<file path="src/rtl/fetch_pkg.sv">
// Shared constants, occupancy state encoding and the fixed instruction ROM
// contents for the instruction fetch buffer.
package fetch_pkg;

    localparam int PC_W_DEF    = 5;
    localparam int INSTR_W_DEF = 8;
    localparam int FIFO_DEPTH  = 2;

    localparam logic [7:0] ROM_XOR = 8'h5A;

    typedef enum logic [1:0] {
        OCC_EMPTY = 2'd0,
        OCC_ONE   = 2'd1,
        OCC_FULL  = 2'd2
    } occ_state_e;

    // Instruction word stored at a given address for the default widths.
    function automatic logic [INSTR_W_DEF-1:0] rom_lookup(input logic [PC_W_DEF-1:0] addr);
        return {addr[2:0], addr} ^ ROM_XOR;
    endfunction

endpackage

</file>
<file path="src/rtl/fetch_rom.sv">
// Combinational instruction ROM: the word is derived from the address as
// {a[2:0], a} XOR 0x5A, resized to the instruction width.
module fetch_rom
    import fetch_pkg::*;
#(
    parameter int PC_W    = PC_W_DEF,
    parameter int INSTR_W = INSTR_W_DEF
) (
    input  logic [PC_W-1:0]    pc_i,
    output logic [INSTR_W-1:0] instr_o
);

    generate
        if (PC_W == PC_W_DEF && INSTR_W == INSTR_W_DEF) begin : g_default
            assign instr_o = rom_lookup(pc_i);
        end else begin : g_generic
            logic [PC_W+2:0] cat_s;
            assign cat_s   = {pc_i[2:0], pc_i};
            assign instr_o = INSTR_W'(cat_s) ^ INSTR_W'(ROM_XOR);
        end
    endgenerate

endmodule

</file>
<file path="src/rtl/instruction_fetch_buffer.sv">
// Two-entry fetch buffer: accepted PCs are looked up in the ROM and queued
// with their PC. Optional head parity output when FETCH_PARITY_EN is defined.
module instruction_fetch_buffer
    import fetch_pkg::*;
#(
    parameter int PC_W    = PC_W_DEF,
    parameter int INSTR_W = INSTR_W_DEF
) (
    input  logic               clk,
    input  logic               reset,
    input  logic [PC_W-1:0]    pc_in,
    input  logic               pc_valid,
    output logic               pc_ready,
    input  logic               flush,
    output logic [INSTR_W-1:0] instr_out,
    output logic [PC_W-1:0]    instr_pc,
    output logic               instr_valid,
    input  logic               out_ready,
`ifdef FETCH_PARITY_EN
    output logic               instr_par,
`endif
    output logic [7:0]         fetch_count
);

    occ_state_e         state_q, state_d;
    logic               wr_ptr_q, wr_ptr_d;
    logic               rd_ptr_q, rd_ptr_d;
    logic [7:0]         count_q, count_d;
    logic [PC_W-1:0]    pc_mem_q    [FIFO_DEPTH];
    logic [INSTR_W-1:0] instr_mem_q [FIFO_DEPTH];
    logic [INSTR_W-1:0] rom_s;
    logic               push_s;
    logic               pop_s;

    fetch_rom #(
        .PC_W    (PC_W),
        .INSTR_W (INSTR_W)
    ) u_rom (
        .pc_i    (pc_in),
        .instr_o (rom_s)
    );

    // Handshake status comes only from registered state, never from out_ready.
    assign pc_ready    = (state_q != OCC_FULL);
    assign instr_valid = (state_q != OCC_EMPTY);
    assign push_s      = pc_valid & pc_ready & ~flush;
    assign pop_s       = instr_valid & out_ready & ~flush;

    assign instr_out   = instr_mem_q[rd_ptr_q];
    assign instr_pc    = pc_mem_q[rd_ptr_q];
    assign fetch_count = count_q;

    // Occupancy, pointer and counter next-state; flush overrides push and pop.
    always_comb begin
        state_d  = state_q;
        wr_ptr_d = wr_ptr_q;
        rd_ptr_d = rd_ptr_q;
        count_d  = count_q;
        if (flush) begin
            state_d  = OCC_EMPTY;
            wr_ptr_d = 1'b0;
            rd_ptr_d = 1'b0;
        end else begin
            if (push_s) begin
                wr_ptr_d = ~wr_ptr_q;
                count_d  = count_q + 8'd1;
            end else begin
                wr_ptr_d = wr_ptr_q;
            end
            if (pop_s) begin
                rd_ptr_d = ~rd_ptr_q;
            end else begin
                rd_ptr_d = rd_ptr_q;
            end
            case (state_q)
                OCC_EMPTY: begin
                    if (push_s) state_d = OCC_ONE;
                    else        state_d = OCC_EMPTY;
                end
                OCC_ONE: begin
                    if (push_s && !pop_s)      state_d = OCC_FULL;
                    else if (pop_s && !push_s) state_d = OCC_EMPTY;
                    else                       state_d = OCC_ONE;
                end
                OCC_FULL: begin
                    if (pop_s) state_d = OCC_ONE;
                    else       state_d = OCC_FULL;
                end
                default: state_d = OCC_EMPTY;
            endcase
        end
    end

    // Control state registers.
    always_ff @(posedge clk or negedge reset) begin
        if (!reset) begin
            state_q  <= OCC_EMPTY;
            wr_ptr_q <= 1'b0;
            rd_ptr_q <= 1'b0;
            count_q  <= 8'd0;
        end else begin
            state_q  <= state_d;
            wr_ptr_q <= wr_ptr_d;
            rd_ptr_q <= rd_ptr_d;
            count_q  <= count_d;
        end
    end

    // FIFO storage; cleared on reset so the head reads zero.
    always_ff @(posedge clk or negedge reset) begin
        if (!reset) begin
            for (int i = 0; i < FIFO_DEPTH; i++) begin
                pc_mem_q[i]    <= '0;
                instr_mem_q[i] <= '0;
            end
        end else if (push_s) begin
            pc_mem_q[wr_ptr_q]    <= pc_in;
            instr_mem_q[wr_ptr_q] <= rom_s;
        end
    end

`ifdef FETCH_PARITY_EN
    logic par_mem_q [FIFO_DEPTH];

    assign instr_par = par_mem_q[rd_ptr_q];

    // Parity is computed once at push and travels with its entry.
    always_ff @(posedge clk or negedge reset) begin
        if (!reset) begin
            for (int i = 0; i < FIFO_DEPTH; i++) begin
                par_mem_q[i] <= 1'b0;
            end
        end else if (push_s) begin
            par_mem_q[wr_ptr_q] <= ^{pc_in, rom_s};
        end
    end
`endif

endmodule

</file>
<file path="config.mk">
export PLATFORM = sky130hd
export DESIGN_NAME = instruction_fetch_buffer
export DESIGN_NICKNAME = d
export VERILOG_FILES = /design/src/rtl/fetch_pkg.sv /design/src/rtl/fetch_rom.sv /design/src/rtl/instruction_fetch_buffer.sv
export SDC_FILE = /design/constraint.sdc
export NUM_CORES = 1
export LEC_CHECK = 0
export ABC_AREA = 1
export ABC_CLOCK_PERIOD_IN_PS = 1450
export CAP_MARGIN = 40
export CORE_MARGIN = 2
export CORE_UTILIZATION = 45
export CTS_CLUSTER_SIZE = 10
export DETAILED_ROUTE_END_ITERATION = 12
export PLACE_DENSITY = 0.81
export SETUP_SLACK_MARGIN = 0.4
export SLEW_MARGIN = 20
export SYNTH_ARGS = -nofsm -noshare
export SYNTH_HDL_FRONTEND = slang
export SYNTH_SLANG_ARGS = --single-unit
</file>
<file path="constraint.sdc">
create_clock -name clk -period 1.45 [get_ports clk]
set_input_delay 0.29 -clock clk [delete_from_list [all_inputs] [get_ports clk]]
set_output_delay 0.29 -clock clk [all_outputs]
set_load 0.02 [all_outputs]
</file>
Word level (Yosys, flattened, before mapping)

Cells that the tools add are included.

Register bits after elaboration: 38
Output and inout bits: 23

Bitwise gates (word level): 10
Add/subtract/negate cells: 1
Muxes and demuxes: 22
Order comparisons: 3
Reduce and logical (&&, ||, !) cells: 10
Equal/unequal tests: 3

Operators by type and width:

| operator              | number |
|---|---|
| $mux W8               | 4 |
| $mux W5               | 4 |
| $bwmux W16            | 1 |
| $bwmux W10            | 1 |
| $add A8 B1 Y8 const B | 1 |
| $demux W8 S1          | 1 |
| $mux W1               | 6 |
| $mux W2               | 3 |
| $pmux W2 S3           | 1 |
| $reduce_bool A2 Y1    | 3 |
| $demux W5 S1          | 1 |
| $and A1 B1 Y1         | 4 |
| $ge A2 B2 Y1 const B  | 2 |
| $not A1 Y2            | 2 |
| $not A4 Y4            | 1 |
| $logic_and A1 B1 Y1   | 3 |
| $not A1 Y1            | 3 |
| $eq A2 B1 Y1 const B  | 1 |
| $eq A2 B2 Y1 const B  | 1 |
| $logic_not A1 Y1      | 2 |
| $logic_not A2 Y1      | 1 |
| $lt A2 B1 Y1 const B  | 1 |
| $ne A2 B2 Y1 const B  | 1 |
| $reduce_and A2 Y1     | 1 |

Logic depth before layout (Yosys ltp)

Gate-level depths: netlist (run 1).

Depth after elaboration: 9
Depth in mapped cells: 9
Depth with buffers taken out: 9

Cells and area by module

A second synthesis (run 1) with hierarchy kept.

Cells, all modules: 235
Area total of the unflattened synthesis: 1,964.4 µm²

Modules (own cells, without submodules):

| module                   | area an instance (µm²) | seq. area each (µm²) | instances | cells each |
|---|---|---|---|---|
| instruction_fetch_buffer | 1,915.6                | 950.9                | 1         | 227 |
| fetch_rom                | 48.8                   | 0.0                  | 1         | 8 |

Least setup slack after synthesis (run 1)

OpenSTA, ideal clock, no wires.

Path kind: reg-to-reg
From: register state_q[1]
To: register state_q[0]
Path buffers: 0
Library setup time: 0.113 ns
Arrival: 1.312 ns
Cell stages (with the launch flop): 9
Period minus slack after synthesis: 1.425 ns
Slack: 0.025 ns
Cell sequence: dfrtp_1 > inv_1 > nand2_1 > nand3_1 > ha_1 > nand3_1 > nand3_1 > nand2_1 > inv_1

Elaborated cells on any way between the ends: 19
Classes of those cells: 3 x eq/ne; 6 x mux; 4 x bitwise; 6 x reduce/logical

RTL lines:

| item                                                    | line                                                           | text |
|---|---|---|
| from (decl)                                             | instruction_fetch_buffer.sv:25                                 | `occ_state_e state_q, state_d;` |
| from (signal assigned)                                  | instruction_fetch_buffer.sv:102                                | `state_q <= state_d;` |
| $reduce_bool A2 Y1 (*)                                  | instruction_fetch_buffer.sv:45                                 | `assign instr_valid = (state_q != OCC_EMPTY);` |
| named net instr_valid                                   | instruction_fetch_buffer.sv:17                                 | `output logic instr_valid,` |
| $and A1 B1 Y1 (*) (2 in a row)                          | instruction_fetch_buffer.sv:47                                 | `assign pop_s = instr_valid & out_ready & ~flush;` |
| $logic_and A1 B1 Y1 or $logic_not A1 Y1 (tied branches) | instruction_fetch_buffer.sv:82, instruction_fetch_buffer.sv:81 |  |
| $mux W1 or $logic_and A1 B1 Y1 (tied branches)          | instruction_fetch_buffer.sv:82, instruction_fetch_buffer.sv:81 |  |
| $mux W2                                                 | instruction_fetch_buffer.sv:81                                 | `if (push_s && !pop_s) state_d = OCC_FULL;` |
| $pmux W2 S3 (*)                                         | instruction_fetch_buffer.sv:75                                 | `case (state_q)` |
| $mux W2 (*)                                             | instruction_fetch_buffer.sv:59                                 | `if (flush) begin` |
| named net state_d[0]                                    | instruction_fetch_buffer.sv:25                                 |  |

Mark *: on every way through the listed nets, which the timed path passes. The rest lies on a longest branch.
A chain may end at the register's enable or synchronous reset.

Worst setup path in the final report (run 1)

From: register rd_ptr_q
To: output instr_pc[4]

Longest elaborated chain between the ends: 4

RTL lines:

| item                                       | line                            | text |
|---|---|---|
| from (decl)                                | instruction_fetch_buffer.sv:27  | `logic rd_ptr_q, rd_ptr_d;` |
| from (signal assigned)                     | instruction_fetch_buffer.sv:104 | `rd_ptr_q <= rd_ptr_d;` |
| $not A1 Y2 (implied by the code)           | instruction_fetch_buffer.sv:50  | `assign instr_pc = pc_mem_q[rd_ptr_q];` |
| $mux W5 (implied by the code) (3 in a row) | instruction_fetch_buffer.sv:50  |  |
| to (decl)                                  | instruction_fetch_buffer.sv:16  | `output logic [PC_W-1:0] instr_pc,` |

No other way between the ends. The select of a mux whose other input is x is not followed.

==> impl_metrics.ini, run 1 <==
[route]
drc = 0
avgRoutedWirePerCell_um = 19.5
drtIter0Drc = 100
drt_first_pass_iters = 4
drt-total-wl_um = 5720
dr_total_vias = 1645
viasPerCell = 5.61
antenna_left = 0

[yosys]
synth_top_area_cell = dfrtp_1
syn_inst = 176
synth-edff-count = 0
synth.most_common_cell = nand2_1
avgSynthCellArea_um2 = 8.37
synth_commonest_cells = nand2_1 (78), dfrtp_1 (28), o21ai_2 (16)
synth.distinct_cells = 21
yosys_most_used_dff = dfrtp_1
synth_top_area_frac = 0.475
syn_nets = 188
ys_seq_area_frac = 0.475
synthArstFlopShare = 1.00
synth_area_mm2 = 0.00147
yosys_warnings = 0
synth.area.top_cells = dfrtp_1 (48%), nand2_1 (20%), o21ai_2 (9.5%)
ys_ff_latch = 28

[worst_setup_path]
worstPathRequired_ns = 1.16
cpPeakStageDelay_ns = 0.44
end_kind = primary output
critical-path-slowest-cell = dfrtp_1
crit_fanout = 9
crit_type = reg -> out
arrival_ns = 1.30
startpoint_type = flop
crit_chain = buf_12 -> clkinv_8 -> nand2_1 -> nand2_2 -> buf_6

[global_route]
grt_max_degree = 29
grt_overflow = 0
grt_usage = 0.252
grt_pass1_wl_um = 6870
antenna_found_initial = 0
grt_pass1_vias = 1471

[timing]
post-route-period-util = 1.09
worst_pin_slew_ns = 0.363
slew_headroom = 0.758
skew_ns = 0.00872
finalHoldViolCount = 0
finalCriticalPeriod_ns = 1.59
max_freq_mhz = 630
fin_ws_ns = -0.136
rsz0062_at_grt = yes
hold_ws_ns = 0.308
setup_tns_ns = -1.32
setup_viol = 13
slew_viol_final = 0

[power_and_ir_drop]
p_per_area_mw_per_mm2 = 1270
vdd_drop_max_mv = 0.801
leakage_nw = 1.23

[floorplanning]
rows = 20
initial_core_util = 0.479
die-width_um = 61.2
io_pins = 33
die_h_um = 61.2
die_area_mm2 = 0.00375
core_area_mm2 = 0.00308

[clock_tree]
clk_latency_ns = 0.35
cts_sinks = 28
root_buffer = clkbuf_4
htree_num_levels = 1
hold_buffers = 0
cts_buffer_depth = 2
path_clk_slew_ns = 0.17
numCtsBuffers = 3
cts_tree = built

[final_layout]
antenna_cells = 0
seqCellArea_um2 = 709
layout-drive-gt1-share = 0.631
final_area_mm2 = 0.00262
nNetsFinal = 262
multi_input_area_um2 = 978
fillers = 146
syn_to_final_growth_pct = 77.8

[placed_design]
port_buffers = 32
dp_slack_ns = -0.174
place_hpwl_um = 2400
gp_congestion = 0.766
placed_area_mm2 = 0.00199

[run]
drv_cap = 0

[status]
status = finished, violations left
violations = negative setup slack

[worst_hold_path]
hp-class = in -> async
## final cells by class
cell class / instances / area share
clock inverters: 1 / 0.0115
clock buffers: 3 / 0.00859
inverters: 16 / 0.0339
flip-flops and latches: 28 / 0.271
repair buffers: 74 / 0.281
multi-input cells: 127 / 0.373
well taps: 44 / 0.0210
## timing repair
item | in CTS | in global routing
buffers inserted | 17 | 12
setup endpoints to repair | 51 | 51
pin swaps | 25 | 16
gates resized for setup | 186 | 34
cloned | 0 | 3
## stage by stage
step | power, mW | instances | utilization
floorplan | 1.77 | 176 | -
global placement | 2.12 | 257 | 0.647
detailed placement | 2.16 | 257 | 0.647
CTS | 3.05 | 278 | 0.770
global route | 3.45 | 293 | 0.852
finish | 3.32 | 293 | 0.852
## report_power, final
group | internal [mW] | total (mW) | leakage [nW] | switching [mW]
logic | 0.793 | 1.66 | 0.855 | 0.871
clock network | 0.280 | 0.538 | 0.0279 | 0.258
registers | 0.955 | 1.12 | 0.349 | 0.168
## layout by cell type (no fill, tap or decap), drive strengths merged, types with 2 or more instances in the layout
master	netlist	layout
xnor2	2	2
nand4	2	2
buf	8	65
o21ai	18	18
clkinv	1	2
nor2	4	4
ha	2	2
a21oi	2	2
clkbuf	0	3
nand3	11	11
inv	15	13
dfrtp	28	28
nand2	81	84
clkdlybuf4s50	0	9
## final timing paths
check	from	to	slack, ns	depth (start not counted)
min	reset	pc_mem_q[9]	0.31	2
max in group asynchronous	reset	fetch_count[3]	0.85	2
max	rd_ptr_q	instr_pc[4]	-0.14	5
max reg2reg	state_q[0]	state_q[0]	0.05	9
min in group clk	flush	state_q[1]	0.51	2
min reg2reg	pc_mem_q[6]	pc_mem_q[6]	0.52	2
## sequential cells by signal, indices dropped and copies added, names as in the netlist
register / flops
pc_mem_q: 10
fetch_count: 8
wr_ptr_q: 1
rd_ptr_q: 1
state_q: 2
instr_mem_q: 6
## critical path, delay by kind of cell (launching register included)
kind                   cells  cell delay [ns]
buffers and inverters      3             0.35
AND/OR/NAND/NOR            2             0.16
flip-flops                 1             0.44
## layer usage
layer  GRT usage  vias up  wire, um
li1            -      702         -
met2       0.430       96      3050
met1       0.313      818      2030
met4       0.130        0       237
met5           0        -         0
met3      0.0315       29       411
## logic make-up (layout without fill, tap and decap cells)
family,after synthesis,in the layout,share of synthesized area
simple gates,99,102,0.291
flops,28,28,0.475
buf+inv,24,94,0.0900
compound gates,20,20,0.109
xor+xnor,3,3,0.0178
fa+ha+maj,2,2,0.0170
Note: power is estimated with default switching activity, not from simulation.
==> inputs of run 2 (changes only) <==
REMOVE_ABC_BUFFERS = 1   (was unset)
==> run 2 against run 1 <==
The flow still finishes with violations (negative setup slack). Sequential power is essentially flat. Global-route usage up 1.7 points. Sequential cell count unchanged. Register-to-register slack about the same. Critical path type unchanged. Highest routed layer unchanged.
==> impl_metrics.ini, run 2 (synthesis gave the netlist of run 1 again) <==
[clock_tree]
clk_latency_ns = 0.37
path_clk_slew_ns = 0.18
cts_buffer_depth = 2
cts_tree = built
htree_num_levels = 1
cts_sinks = 28
root_buffer = clkbuf_4
numCtsBuffers = 3

[final_layout]
seqCellArea_um2 = 703
final_cell_mix = nand2_2 (41), buf_6 (35), dfrtp_1 (26)
largest_register_ffs = 10
max_flop_register = pc_mem_q
layout-drive-gt1-share = 0.691
final_common_cell = nand2_2
multi_input_area_mm2 = 0.00107
syn_to_final_growth_pct = 81.6
final_area_mm2 = 0.00268
fillers = 139
nNetsFinal = 256
antenna_cells = 0

[floorplanning]
core_area_mm2 = 0.00308
die_area_mm2 = 0.00375
io_pins = 33
die_h_um = 61.2
rows = 20
initial_core_util = 0.479
die-width_um = 61.2

[power_and_ir_drop]
p_comb_frac = 0.502
vdd_drop_max_mv = 0.801
p_sw_mw = 1.33
p_int_mw = 2.05
switching_share = 0.393
p_per_area_mw_per_mm2 = 1260
power.share.sequential = 0.334
p_clk_frac = 0.163
leakage_nw = 1.22

[status]
status = finished, violations left
violations = negative setup slack

[worst_setup_path]
worst-path-buf-inv = 2
cpLargestDelayFamily = flip-flops
cpPeakStageDelay_ns = 0.48
arrival_ns = 1.30
worstPathRequired_ns = 1.16
critical-path-slowest-cell = dfrtp_1
startpoint_type = flop
crit_fanout = 8
end_kind = primary output
crit_type = reg -> out
crit_chain = buf_6 -> nand2_1 -> nand2_1 -> buf_6

[timing]
max_freq_mhz = 631
skew_ns = 0.0235
finalCriticalPeriod_ns = 1.59
post-route-period-util = 1.09
fin_ws_ns = -0.135
rsz0062_at_grt = yes
slew_viol_final = 0
finalHoldViolCount = 0
worst_pin_slew_ns = 0.272
setup_tns_ns = -1.61
slew_headroom = 0.819
setup_viol = 14

[placed_design]
place_hpwl_um = 2120
gp_congestion = 0.861
port_buffers = 32
dp_slack_ns = -0.182
placed_area_mm2 = 0.00191

[route]
dr_total_vias = 1555
antenna_left = 0
drt_first_pass_iters = 4
drt-total-wl_um = 5410
avgRoutedWirePerCell_um = 18.8
drc = 0
drtIter0Drc = 105
viasPerCell = 5.42

[global_route]
grt_pass1_wl_um = 7300
antenna_found_initial = 0
grt_pass1_vias = 1557
grt_max_degree = 29
grt_usage = 0.270
grt_overflow = 0

[run]
drv_cap = 0

[worst_hold_path]
hp-class = in -> async
run 2: power by group through the flow:
stage                     registers [mW]  logic (mW)  clock network (mW)
after floorplan                     1.14       0.458                   0
after global placement              1.06       0.980                   0
after detailed placement            1.07        1.01                   0
after CTS                           1.09        1.47               0.528
after global routing                1.14        1.78               0.591
final                               1.13        1.70               0.551
run 2: repair_timing:
item                                    in CTS  in global routing
pin swaps                                   29                 28
endpoints found under the setup margin      51                 51
cloned                                       3                  0
hold buffers                                 0                  0
gates resized for setup                    223                 47
buffers inserted                            17                  4
run 2: layer usage:
metal / vias up / global-route usage / wire, um
met3: 21 / 0.0546 / 318
met5: - / 0 / 0
li1: 693 / - / -
met1: 764 / 0.310 / 2150
met2: 77 / 0.491 / 2720
met4: 0 / 0.102 / 212
run 2: area by class of cell:
| cell class | count | area share |
|---|---|---|
| Multi-Input combinational cell | 127 | 0.399 |
| Timing Repair Buffer | 68 | 0.270 |
| Sequential cell | 28 | 0.263 |
| Inverter | 16 | 0.0285 |
| Tap cell | 44 | 0.0206 |
| Clock inverter | 1 | 0.0112 |
| Clock buffer | 3 | 0.00842 |
run 2: path summary, 6_finish.rpt:
path,to,depth (start not counted),slack [ns],start
hold reg to reg,instr_mem_q[3],2,0.51,instr_mem_q[3]
setup reg to reg,state_q[0],10,0.05,state_q[0]
min in group clk,pc_mem_q[7],3,0.51,pc_in[2]
setup / recovery,instr_out[3],4,-0.14,rd_ptr_q
max in group asynchronous,wr_ptr_q,2,0.99,reset
hold / removal,state_q[1],2,0.26,reset
run 2: per-stage QoR:
stage	utilization	cells	total power, mW	hold slack, ns
floorplan	-	168	1.60	-0.00559
global placement	0.620	259	2.04	0.464
detailed placement	0.620	259	2.07	0.469
CTS	0.805	283	3.09	0.293
global route	0.870	287	3.51	0.258
finish	0.870	287	3.38	0.263
==> inputs of run 3 (changes only) <==
CTS_CLUSTER_DIAMETER = 30   (was unset)
GPL_TIMING_DRIVEN = 0   (was unset)
==> run 3 against run 2 <==
Non-clock buffer count is the same. Combinational power shrank 21%. Critical endpoint is now instr_pc[3]. Sequential share of layout area grew 2.6 points. The run still ends with negative setup slack left. Wire length shrank 18%. Via count shrank 5.1%. Worst hold slack gained 0.13 ns. Cell area shrank 8.6%. Maximum frequency shrank 3.7%.
==> impl_metrics.ini, run 3 (synthesis gave the netlist of run 1 again) <==
[timing]
slew_headroom = 0.732
post-route-period-util = 1.14
slew_viol_final = 0
rsz0062_at_grt = yes
worst_pin_slew_ns = 0.402
max_freq_mhz = 608
finalCriticalPeriod_ns = 1.65
finalHoldViolCount = 0
fin_ws_ns = -0.196
skew_ns = 0.00887
setup_viol = 13

[power_and_ir_drop]
p_comb_frac = 0.482
p_total_mw = 2.80
p_int_mw = 1.69
leakage_nw = 1.17
vdd_drop_max_mv = 0.760
p_sw_mw = 1.11
switching_share = 0.397
p_clk_frac = 0.126
power.share.sequential = 0.392
p_per_area_mw_per_mm2 = 1140

[worst_setup_path]
crit_start = rd_ptr_q
crit_chain = buf_6 -> buf_6 -> nand2_2 -> nand2_2 -> buf_6
end_kind = primary output
critical-path-slowest-cell = dfrtp_2
r2r-start = state_q[1]
startpoint_type = flop
ff2ff_setup_slack_ns = 0.09
worstPathRequired_ns = 1.16
worst_path_most_repeated_cell = buf_6
crit_type = reg -> out
cpPeakStageDelay_ns = 0.49
arrival_ns = 1.36
crit_fanout = 3

[placed_design]
port_buffers = 32
dp.cells = 244
placed_area_mm2 = 0.00178
gp_congestion = 0.805
place_hpwl_um = 1950

[final_layout]
multi_input_area_um2 = 895
antenna_cells = 0
finalNonFillerCells = 286
largest_register_ffs = 10
fillers = 207
max_flop_register = pc_mem_q
nNetsFinal = 256
layout-drive-gt1-share = 0.545
final_area_mm2 = 0.00245
final_util = 0.795
final_cell_mix = nand2_1 (52), buf_6 (28), dfrtp_1 (24)
final_common_cell = nand2_1
seqCellArea_um2 = 706
syn_to_final_growth_pct = 66.0

[floorplanning]
die_area_mm2 = 0.00375
die-width_um = 61.2
die_h_um = 61.2
io_pins = 33
initial_core_util = 0.479
rows = 20
core_area_mm2 = 0.00308

[clock_tree]
cts_tree = built
htree_num_levels = 1
path_clk_slew_ns = 0.16
cts_buffer_depth = 2
root_buffer = clkbuf_4
numCtsBuffers = 3
cts_sinks = 28
clk_latency_ns = 0.35

[route]
drc = 0
drt-total-wl_um = 4450
drtIter0Drc = 115
dr_total_vias = 1475
antenna_left = 0
avgRoutedWirePerCell_um = 15.5
viasPerCell = 5.16
drt_first_pass_iters = 5

[global_route]
grt_overflow = 0
grt_usage = 0.262
grt_pass1_wl_um = 7040
antenna_found_initial = 0
grt_max_degree = 29
grt_pass1_vias = 1478

[worst_hold_path]
hp-class = in -> async

[status]
violations = negative setup slack
status = finished, violations left

[run]
drv_cap = 0
[run 3: changes by cell type in the layout (fill, tap and decap cells not counted), moves of 3 or more]
cell     delta
buf_6       -7
buf_2       +6
nand2_4     -5
nand2_2    -24
nor2_4      -3
nand2_1    +30
[run 3: worst max-delay path, delay by kind of cell, from the launching register on]
family	cells	cell delay (ns)
and+or+nand+nor	2	0.13
DFF	1	0.49
buffers and inverters	3	0.39
[run 3: metal layers]
metal,routed length (um),track usage
met3,167,0.0357
met5,0,0
met1,1660,0.304
met4,95,0.118
met2,2530,0.477
[run 3: cell type report]
type,count,share of cell area
tap,44,0.0225
clock buffer,3,0.00920
timing repair buffer,68,0.283
inverter,16,0.0312
multi-input combinational,127,0.366
sequential,28,0.288
[run 3: repair_timing]
item | in CTS | in global routing
endpoints found under the setup margin | 51 | 55
hold buffers | 1 | 0
setup buffers | 29 | 6
hold endpoints to repair | 28 | 0
pin swaps | 18 | 11
cloned | 3 | 0
gates resized for setup | 182 | 22
[run 3: final timing paths]
path                                       end  cells after the start
worst max-delay path               instr_pc[3]                      5
worst min-delay path            fetch_count[6]                      2
worst max register to register     pc_mem_q[7]                      8
worst min register to register  instr_mem_q[4]                      2
max in group asynchronous             wr_ptr_q                      2
min in group clk                   pc_mem_q[0]                      3
[run 3: power by group through the flow]
stage               Combinational (mW)  Clock [mW]  Sequential (mW)
floorplan                        0.458           0             1.14
global placement                 0.870           0             1.10
detailed placement               0.890           0             1.10
CTS                               1.24       0.330             1.07
global route                      1.44       0.378             1.12
finish                            1.35       0.353             1.10
[run 3: metrics by stage]
| step | TNS (ns) | hold WS [ns] | setup WS [ns] |
|---|---|---|---|
| after floorplan | 0 | -0.00559 | 0.0250 |
| after global placement | -20.74 | 0.464 | -0.471 |
| after detailed placement | -11.11 | 0.345 | -0.495 |
| after CTS | -1.42 | 0.504 | -0.144 |
| after global routing | -2.52 | 0.437 | -0.233 |
| final | -2.05 | 0.395 | -0.196 |
